$ cat src/rtl/pipe_hazard_ctrl.sv
// Pipeline sequencing controller: arbitrates memory wait, halt drain, taken
// branch and load-use stalls into per-stage write enables for the 5-stage core.
module pipe_hazard_ctrl #(
  parameter int unsigned REG_W        = 4,
  parameter int unsigned DRAIN_CYCLES = 3,
  parameter int unsigned CNT_W        = 16
) (
  input  logic             clk,
  input  logic             rst,
  input  logic             imem_busy,
  input  logic             dmem_busy,
  input  logic             idex_memread,
  input  logic [REG_W-1:0] idex_rd,
  input  logic [REG_W-1:0] ifid_rs,
  input  logic [REG_W-1:0] ifid_rt,
  input  logic             ifid_uses_rt,
  input  logic             ifid_valid,
  input  logic             id_branch_taken,
  input  logic             id_halt,
  output logic             pc_en,
  output logic             ifid_en,
  output logic             ifid_flush,
  output logic             idex_en,
  output logic             idex_bubble,
  output logic             exmem_en,
  output logic             memwb_en,
  output logic [1:0]       state,
  output logic             halted,
  output logic [CNT_W-1:0] stall_cnt
);

  typedef enum logic [1:0] {
    RUN      = 2'd0,
    MEM_WAIT = 2'd1,
    DRAIN    = 2'd2,
    HALTED   = 2'd3
  } state_t;

  localparam int unsigned     DC_W       = (DRAIN_CYCLES > 1) ? $clog2(DRAIN_CYCLES) : 1;
  localparam logic [DC_W-1:0] DRAIN_LOAD = DC_W'(DRAIN_CYCLES - 1);

  state_t          cur_state, nxt_state;
  state_t          ret_state, nxt_ret;
  state_t          eff_state;
  logic [DC_W-1:0] drain_cnt, nxt_drain;
  logic            freeze;
  logic            hazard;

  assign state = cur_state;

  always_comb begin
    freeze = (imem_busy | dmem_busy) && (cur_state != HALTED);
    hazard = ifid_valid & idex_memread & (idex_rd != '0) &
             ((idex_rd == ifid_rs) | (ifid_uses_rt & (idex_rd == ifid_rt)));
    // Leaving MEM_WAIT applies the return state's rules in the same cycle.
    eff_state = (cur_state == MEM_WAIT) ? ret_state : cur_state;

    pc_en       = 1'b1;
    ifid_en     = 1'b1;
    ifid_flush  = 1'b0;
    idex_en     = 1'b1;
    idex_bubble = 1'b0;
    exmem_en    = 1'b1;
    memwb_en    = 1'b1;
    halted      = 1'b0;
    nxt_state   = cur_state;
    nxt_ret     = ret_state;
    nxt_drain   = drain_cnt;

    if (cur_state == HALTED) begin
      pc_en    = 1'b0;
      ifid_en  = 1'b0;
      idex_en  = 1'b0;
      exmem_en = 1'b0;
      memwb_en = 1'b0;
      halted   = 1'b1;
    end else if (freeze) begin
      pc_en     = 1'b0;
      ifid_en   = 1'b0;
      idex_en   = 1'b0;
      exmem_en  = 1'b0;
      memwb_en  = 1'b0;
      nxt_state = MEM_WAIT;
      nxt_ret   = eff_state;
    end else begin
      case (eff_state)
        DRAIN: begin
          pc_en       = 1'b0;
          ifid_flush  = 1'b1;
          idex_bubble = 1'b1;
          if (drain_cnt == '0) begin
            nxt_state = HALTED;
          end else begin
            nxt_state = DRAIN;
            nxt_drain = drain_cnt - 1'b1;
          end
        end
        default: begin
          nxt_state = RUN;
          if (hazard) begin
            pc_en       = 1'b0;
            ifid_en     = 1'b0;
            idex_bubble = 1'b1;
          end else if (id_halt & ifid_valid) begin
            pc_en      = 1'b0;
            ifid_flush = 1'b1;
            nxt_state  = DRAIN;
            nxt_drain  = DRAIN_LOAD;
          end else if (id_branch_taken & ifid_valid) begin
            ifid_flush = 1'b1;
          end
        end
      endcase
    end

    if (rst) begin
      pc_en       = 1'b1;
      ifid_en     = 1'b1;
      ifid_flush  = 1'b0;
      idex_en     = 1'b1;
      idex_bubble = 1'b0;
      exmem_en    = 1'b1;
      memwb_en    = 1'b1;
      halted      = 1'b0;
    end
  end

  always_ff @(posedge clk) begin
    if (rst) begin
      cur_state <= RUN;
      ret_state <= RUN;
      drain_cnt <= '0;
      stall_cnt <= '0;
    end else begin
      cur_state <= nxt_state;
      ret_state <= nxt_ret;
      drain_cnt <= nxt_drain;
      if (!pc_en && (cur_state != HALTED) && (stall_cnt != '1))
        stall_cnt <= stall_cnt + CNT_W'(1);
    end
  end

endmodule

$ cat config.mk
export PLATFORM = sky130hd
export DESIGN_NAME = pipe_hazard_ctrl
export DESIGN_NICKNAME = d
export VERILOG_FILES = /design/src/rtl/pipe_hazard_ctrl.sv
export SDC_FILE = /design/constraint.sdc
export NUM_CORES = 1
export LEC_CHECK = 0
export ABC_AREA = 1
export BUFFER_PORTS_ARGS = -buffer_cell sky130_fd_sc_hd__buf_4
export CAP_MARGIN = 20
export CORE_ASPECT_RATIO = 1.75
export CORE_MARGIN = 2
export CORE_UTILIZATION = 40
export CTS_CLUSTER_SIZE = 40
export DETAILED_ROUTE_END_ITERATION = 10
export HOLD_SLACK_MARGIN = 0.08
export PLACE_DENSITY = 0.71
export SKIP_LAST_GASP = 1
export SYNTH_ARGS = -nofsm -noshare
export SYNTH_HDL_FRONTEND = slang
export SYNTH_SLANG_ARGS = --single-unit
$ cat constraint.sdc
create_clock -name clk -period 3.9 [get_ports clk]
set_input_delay 0.195 -clock clk [delete_from_list [all_inputs] [get_ports clk]]
set_output_delay 0.195 -clock clk [all_outputs]
set_load 0.005 [all_outputs]
### Word-level counts from Yosys, hierarchy flattened

Cells that the tools add are included.

* bits of input ports: 21
* register bits: 22
* output and inout port bits: 26
* word-level logic and storage cells: 72

* multiplexer cells: 38
* equal/unequal tests: 9
* bitwise logic cells: 10
* reductions and logical operators: 9
* $add $sub $neg: 2

Operator list (number)
* two-way mux 1 bit: 29
* two-way mux 2 bit: 9
* adder 16 x 1 -> 16 bit, second input constant: 1
* != test 16 bit, second input constant: 1
* == test 4 bit: 2
* AND 1 bit: 6
* AND reduction 5 bit: 1
* == test 2 bit, second input constant: 2
* != test 2 bit, second input constant: 2
* nonzero test 4 bit: 1
* logical AND 1 bit: 3
* == test 2 x 1 -> 1 bit, second input constant: 1
* logical NOT 2 bit: 1
* != test 2 x 1 -> 1 bit, second input constant: 1
* NOT 1 bit: 2
* bitwise OR 1 bit: 2
* AND reduction 2 bit: 1
* nonzero test 2 bit: 1
* subtractor 2 x 1 -> 2 bit, second input constant: 1
* logical NOT 1 bit: 1

### Logic depth before layout (Yosys ltp)

Gate-level depths: netlist (run 1).

* word-level depth: 12
* depth in mapped cells: 12
* mapped depth without buffers: 12

### Worst setup path before layout (run 1)

Ideal clock, no wire load.

* path kind: flip-flop to flip-flop
* start point: register stall_cnt[0]
* end point: register stall_cnt[12]
* period minus slack after synthesis: 1.676 ns
* arrival: 1.561 ns
* cell stages (with the launch flop): 9
* slack: 2.224 ns
* path buffers: 0
* setup time: 0.116 ns
* data required time: 3.784 ns
* cell sequence: dfxtp_1 -> ha_1 -> nand2_2 -> nor3_4 -> nand3_1 -> nor3_1 -> nand4_1 -> o21ai_0 -> nor2_1

* cells in the longest elaborated chain, start to end: 2
* elaborated cells on any way between the ends: 3
* classes of those cells: add/sub (1); eq/ne (1); reduce/logical (1)

RTL lines
* start, declared: RTL line 29 `output logic [CNT_W-1:0] stall_cnt`
* start signal, assigned: RTL line 139 `stall_cnt <= stall_cnt + CNT_W'(1);`
* branches (longest 2 deep; another with adder 16 x 1 -> 16 bit)

Several ways; the timed one is not identified.
A chain may end at the register's enable or synchronous reset.

### Worst setup path after layout (run 1)

* start point: register cur_state[0] (netlist: state[0])
* end point: output pc_en

* cells in the longest elaborated chain, start to end: 7
* elaborated cells on any way between the ends: 10
* classes of those cells: eq/ne (4); mux (5); reduce/logical (1)

RTL lines
* start, declared: RTL line 42 `state_t cur_state, nxt_state;`
* start signal, assigned: RTL line 135 `cur_state <= nxt_state;`
* == test 2 x 1 -> 1 bit: RTL line 56 `eff_state = (cur_state == MEM_WAIT) ? ret_state : cur_state;`
* two-way mux 2 bit: RTL line 56
* == test 2 bit: RTL line 86 `case (eff_state)`
* two-way mux 1 bit: RTL line 86
* two-way mux 1 bit: RTL line 77 `end else if (freeze) begin`
* two-way mux 1 bit *: RTL line 70 `if (cur_state == HALTED) begin`
* two-way mux 1 bit *: RTL line 116 `if (rst) begin`
* end, declared: RTL line 20 `output logic pc_en,`

Mark *: on every way between the ends. The rest lies on a longest branch, timed or not.

==> results of run 1 <==
[cell type report]
cell class	count	share of cell area
Tap cell	48	0.0303
Clock buffer	4	0.0278
Inverter	30	0.0569
Sequential cell	22	0.222
Multi-Input combinational cell	168	0.488
Timing Repair Buffer	46	0.174
[per-layer routing]
layer | vias to the layer above | wire length [um] | share of wire | track usage
met4 | 0 | 78 | 0.020 | 0.0670
li1 | 827 | - | - | -
met2 | 49 | 2100 | 0.54 | 0.352
met3 | 8 | 217 | 0.055 | 0.0223
met1 | 726 | 1520 | 0.39 | 0.201
met5 | - | 0 | 0 | 0
[sequential cells by signal, indices dropped and copies added (netlist names)]
signal	flops
stall_cnt	16
drain_cnt	2
ret_state	2
state	2
[worst max-delay path, stage by stage, from the launching register on]
cell,delay [ps]
dfxtp_1,440
nand2_2,270
nand2_1,240
nor2_2,90
a21oi_4,340
inv_1,80
buf_4,140
[per-stage QoR]
| stage | instances | hold WS [ps] | utilization | total power, mW |
|---|---|---|---|---|
| final | 318 | 287 | 0.517 | 0.486 |
| after global routing | 318 | 296 | 0.517 | 0.510 |
| after CTS | 318 | 299 | 0.517 | 0.488 |
| after detailed placement | 314 | 462 | 0.503 | 0.328 |
| after global placement | 314 | 450 | 0.503 | 0.327 |
| after floorplan | 229 | 374 | - | 0.295 |
[worst max-delay path by stage]
stage / from / endpoint / depth (start not counted)
after global placement: stall_cnt[0] / stall_cnt[5] / 8
after CTS: state[0] / pc_en / 6
after global routing: state[0] / pc_en / 6
after detailed placement: stall_cnt[0] / stall_cnt[1] / 8
after floorplan: stall_cnt[0] / stall_cnt[12] / 8
final: state[0] / pc_en / 6
[power groups by stage]
stage | clock [mW] | combinational [mW] | sequential, mW
floorplan | 0 | 0.0551 | 0.239
global placement | 0 | 0.0873 | 0.240
detailed placement | 0 | 0.0883 | 0.240
CTS | 0.165 | 0.0887 | 0.235
global route | 0.176 | 0.0984 | 0.236
finish | 0.164 | 0.0872 | 0.235
[cell families (layout without fill, tap and decap cells)]
| kind of cell | after synthesis | count (layout) | share of synthesized area |
|---|---|---|---|
| buf+inv | 39 | 80 | 0.112 |
| fa+ha+maj | 2 | 2 | 0.0158 |
| xor+xnor | 14 | 14 | 0.0773 |
| compound gates | 32 | 32 | 0.140 |
| simple gates | 120 | 120 | 0.377 |
| flops | 22 | 22 | 0.278 |
[placed cells by master (no fill, tap or decap), types with 6 or more instances in the layout]
cell,n
buf_4,46
nand4_1,14
a21oi_1,7
inv_1,30
nand2_2,15
o21ai_0,7
nor2_1,25
nor3_1,6
nand3_1,11
a21oi_2,9
nand2_1,44
dfxtp_1,22
xor2_1,9
==> flow_summary_export.csv, run 1 <==
group,metric,value,unit
run_status,outcome,"complete, no violations",
layout,n_antenna_cell,0,
floorplanning,core-area,0.00383,mm2
critical_path,reg2reg_depth,7,
critical_path,cp.required,3700,ps
floorplanning,core.rowCount,30,
critical_path,critical_path_class,"reg -> out",
sta,hold_viol_final,0,
clock_tree,cts-htree-levels,1,
clock_tree,cts_root_buf,"clkbuf_8",
power_and_ir_drop,p_leak,0.878,nW
global_routing,grt_pass1_wl,6.51,mm
floorplanning,fp.dieH,87.3,um
critical_path,critPathArrivalTime,1880,ps
floorplanning,die_w,51.6,um
floorplanning,fp.dieArea,0.00450,mm2
yosys,ys_top_cells_by_count,"nand2_1, inv_1, nor2_1",
yosys,synth_cell_types,30,
sta,rsz0062_at_grt,"false",
place,placedInstanceArea,0.00193,mm2
clock_tree,clkSlewWorstSetupHoldPaths,80,ps
place,gp_congestion,0.935,
power_and_ir_drop,comb_power_share,0.180,
global_routing,grt_pass1_vias,1530,
layout,area_growth,24.9,%
sta,setup_violations,0,
yosys,yosys_register_bits,22,
place,place_ws,1910,ps
route,first_pass_iters,6,
sta,layout_min_cycle_time,2080,ps
clock_tree,clock_latency,260,ps
route,wl,3.91,mm
yosys,synth_edf_count,0,
yosys,ys.warnings.count,0,
yosys,netlist_area,0.00159,mm2
sta,setup_ws,1820,ps
power_and_ir_drop,power.switching,0.127,mW
layout,seqCellArea,440,um2
sta,tns,0,ps
yosys,syn_inst,229,
route,post_drt_wl_per_cell,12.3,um
hold_path,hp-class,"in -> reg",
yosys,synth_top_cell_by_area,"dfxtp_1",
global_routing,grt_use_total,0.185,
clock_tree,holdBufCountCts,0,
critical_path,start_kind,"flip-flop",
hold_path,worstHoldStart,"rst",
yosys,synth.most_common_cell,"nand2_1",
clock_tree,cts_buffers,3,
route,postRouteAntennaNets,0,
power_and_ir_drop,power_density,245,mW/mm2
critical_path,end_kind,"primary output",
critical_path,reg2reg_slack,1900,ps
route,drc_errors,0,
hold_path,whs_endpoint,"stall_cnt[4]",
sta,slew_violations,0,
job,cap_violations,0,
yosys,async_flop_share,0,
clock_tree,cts.sinks,22,
floorplanning,ioPinCount,47,
clock_tree,cts_setup_buffers,0,
layout,nFillCells,419,
sta,period_share,0.532,
layout,finish.instance_area,0.00198,mm2
yosys,synth_top_cell_area_share,0.278,
power_and_ir_drop,swShare,0.262,
layout,multiInputGateArea,967,um2
yosys,post_synth.cell_area_avg,6.92,um2
route,initialDrtViolationCount,47,
global_routing,grt_overflow,0,
place,port_buffers,46,
sta,tightestPinTransition,464,ps
power_and_ir_drop,p_int,0.358,mW
clock_tree,cts_tree,"built",
layout,drive_above_1_share,0.293,
sta,skew,1.81,ps
power_and_ir_drop,irDropWorstVdd,164,uV
route,via_per_inst,5.06,
clock_tree,clockBufferDepth,2,
power_and_ir_drop,seqPwrFrac,0.483,
yosys,synth_area_leaders,"dfxtp_1, nand2_1, inv_1",
global_routing,antenna_found_initial,0,
route,routed-via-count,1610,
yosys,syn-num-nets,252,
critical_path,timing.rr.start,"stall_cnt[0]",
global_routing,grt_max_degree,22,
critical_path,rr_endpoint,"stall_cnt[0]",
hold_path,hold_depth,2,
place,dp_hpwl,3.01,mm
sta,fmax,482,MHz
clock_tree,ctsResizeCount,0,
floorplanning,start_util,0.414,
critical_path,crit_fanout,18,
sta,relSlewSlack,0.688,
power_and_ir_drop,p_clk_frac,0.337,
yosys,yosysSeqAreaShare,0.278,
layout,nets,294,
yosys,synth_flop_cell,"dfxtp_1",
No activity file was read; power rests on OpenSTA's default activity.
==> run 2, diff against run 1 <==
--- a/config.mk
+++ b/config.mk
@@ -14,7 +14,7 @@
 export CTS_CLUSTER_SIZE = 40
 export DETAILED_ROUTE_END_ITERATION = 10
 export HOLD_SLACK_MARGIN = 0.08
-export PLACE_DENSITY = 0.71
+export PLACE_DENSITY = 0.74
 export SKIP_LAST_GASP = 1
 export SYNTH_ARGS = -nofsm -noshare
 export SYNTH_HDL_FRONTEND = slang
==> constraint.sdc (replaced) <==
create_clock -name clk -period 1.9 [get_ports clk]
set_input_delay 0.095 -clock clk [delete_from_list [all_inputs] [get_ports clk]]
set_output_delay 0.095 -clock clk [all_outputs]
set_load 0.005 [all_outputs]
==> run 2 against run 1 <==
Effect of this change:
- total power grew 100%
- clock power is 77% higher
- flip-flop and latch count unchanged
- register-to-register slack worse by 1700 ps
- hold slack worse by 87 ps
- combinational power rose by 140%
- first-iteration DRC count down 23%
- final cell count grew 4.4%
- die area stayed put
- critical path depth grew 2
- worst setup slack got worse by 1600 ps
- critical path type is now reg -> reg
- critical endpoint is now stall_cnt[12]
- largest power group unchanged
- highest routed layer unchanged
==> flow_summary_export.csv, run 2 (same netlist as run 1, synthesis figures left out) <==
group,metric,value,unit
clock_tree,cts_setup_buffers,0,
place,port_buffers,46,
sta,setup_ws,176,ps
floorplanning,core.rowCount,30,
floorplanning,fp.dieArea,0.00450,mm2
sta,hold_viol_final,0,
place,gp_congestion,0.868,
critical_path,end_kind,"flip-flop",
route,wl,4.20,mm
layout,nFillCells,385,
route,via_per_inst,5.06,
global_routing,grt_max_degree,22,
place,dp_hpwl,3.12,mm
global_routing,grt_pass1_vias,1710,
power_and_ir_drop,p_leak,0.944,nW
clock_tree,cts.sinks,22,
floorplanning,start_util,0.414,
critical_path,path_buf_inv,0,
layout,max_flop_register,"stall_cnt",
sta,tightestPinTransition,424,ps
route,routed-via-count,1680,
power_and_ir_drop,irDropWorstVdd,417,uV
floorplanning,die_w,51.6,um
layout,final_util,0.543,
global_routing,antenna_found_initial,0,
floorplanning,ioPinCount,47,
sta,fmax,580,MHz
sta,slew_violations,0,
floorplanning,core-area,0.00383,mm2
route,initialDrtViolationCount,36,
clock_tree,cts_tree,"built",
route,drc_errors,0,
route,first_pass_iters,4,
run_status,outcome,"complete, no violations",
clock_tree,clock_latency,260,ps
global_routing,grt_use_met3,0.0241,
clock_tree,holdBufCountCts,0,
route,post_drt_wl_per_cell,12.6,um
route,postRouteAntennaNets,0,
layout,final_common_cell,"buf_4",
layout,n_antenna_cell,0,
critical_path,cp_top_family,"simple AND/OR/NAND/NOR gates",
layout,nets,309,
critical_path,start_kind,"flip-flop",
global_routing,grt-busiest-layer,"met2",
clock_tree,cts_root_buf,"clkbuf_8",
clock_tree,clkSlewWorstSetupHoldPaths,80,ps
sta,relSlewSlack,0.715,
layout,drive_above_1_share,0.327,
global_routing,grt_use_total,0.203,
place,place_ws,115,ps
sta,hold_ws,200,ps
layout,seqCellArea,440,um2
layout,largest_reg_flops,16,
critical_path,critPathArrivalTime,1880,ps
clock_tree,clockBufferDepth,2,
sta,period_share,0.908,
global_routing,grt_overflow,0,
sta,layout_min_cycle_time,1720,ps
sta,skew,6.18,ps
global_routing,grt_pass1_wl,7.11,mm
power_and_ir_drop,power_density,471,mW/mm2
job,cap_violations,0,
critical_path,slowest_stage,"dfxtp_1",
clock_tree,cts-htree-levels,1,
sta,tns,0,ps
critical_path,crit_fanout,4,
layout,final_cell_mix,"buf_4, nand2_1, inv_1",
global_routing,globalRouteMet2Util,0.374,
critical_path,crit_path_cell_trace,"ha_1 > nand2_2 > nor3_4 > nand3_1 > nor3_1 > nand4_1 > o21ai_0 > nor2_1",
floorplanning,fp.dieH,87.3,um
clock_tree,ctsResizeCount,0,
global_routing,grt_use_met1,0.209,
layout,multiInputGateArea,967,um2
critical_path,cp.required,2060,ps
critical_path,critical_path_class,"reg -> reg",
clock_tree,cts_buffers,3,
hold_path,hp-class,"in -> reg",
critical_path,cp_slowest_stage_delay,380,ps
sta,setup_violations,0,
layout,area_growth,31.2,%
run 2: layout make-up:
cell class | count | share of cell area
multi-input combinational | 168 | 0.465
timing repair buffer | 61 | 0.220
sequential | 22 | 0.212
inverter | 30 | 0.0542
tap | 48 | 0.0289
clock buffer | 3 | 0.0199
run 2: where the power goes:
| group | total, mW | switching, mW | internal [mW] |
|---|---|---|---|
| clock | 0.291 | 0.150 | 0.142 |
| combinational | 0.209 | 0.109 | 0.0999 |
| sequential | 0.480 | 0.00893 | 0.471 |
| total | 0.980 | 0.268 | 0.712 |
run 2: worst reg2reg max path, cell delays in order (launching register included):
cell and delay [ps]:
dfxtp_1 380, ha_1 240, nand2_2 90, nor3_4 220, nand3_1 150, nor3_1 170
nand4_1 140, o21ai_0 190, nor2_1 50
run 2: worst paths after layout:
kind,start,end,slack (ps),cells past startpoint
min reg2reg,drain_cnt[1],drain_cnt[1],460,2
min,imem_busy,ret_state[0],200,3
max,stall_cnt[1],stall_cnt[12],180,8
max reg2reg,stall_cnt[1],stall_cnt[12],180,8
run 2: layer usage:
layer  share of wire  vias up  wire [um]
li1                -      859          -
met1            0.39      748       1660
met2            0.53       59       2210
met3           0.044       14        183
met4           0.034        0        142
met5               0        -          0
run 2: metrics by stage:
step | cell area, um2 | power, mW | std cells
after floorplan | 1590 | 0.605 | 229
after global placement | 1970 | 0.676 | 320
after detailed placement | 1970 | 0.680 | 320
after CTS | 2010 | 0.968 | 323
after global routing | 2080 | 1.03 | 332
final | 2080 | 0.980 | 332
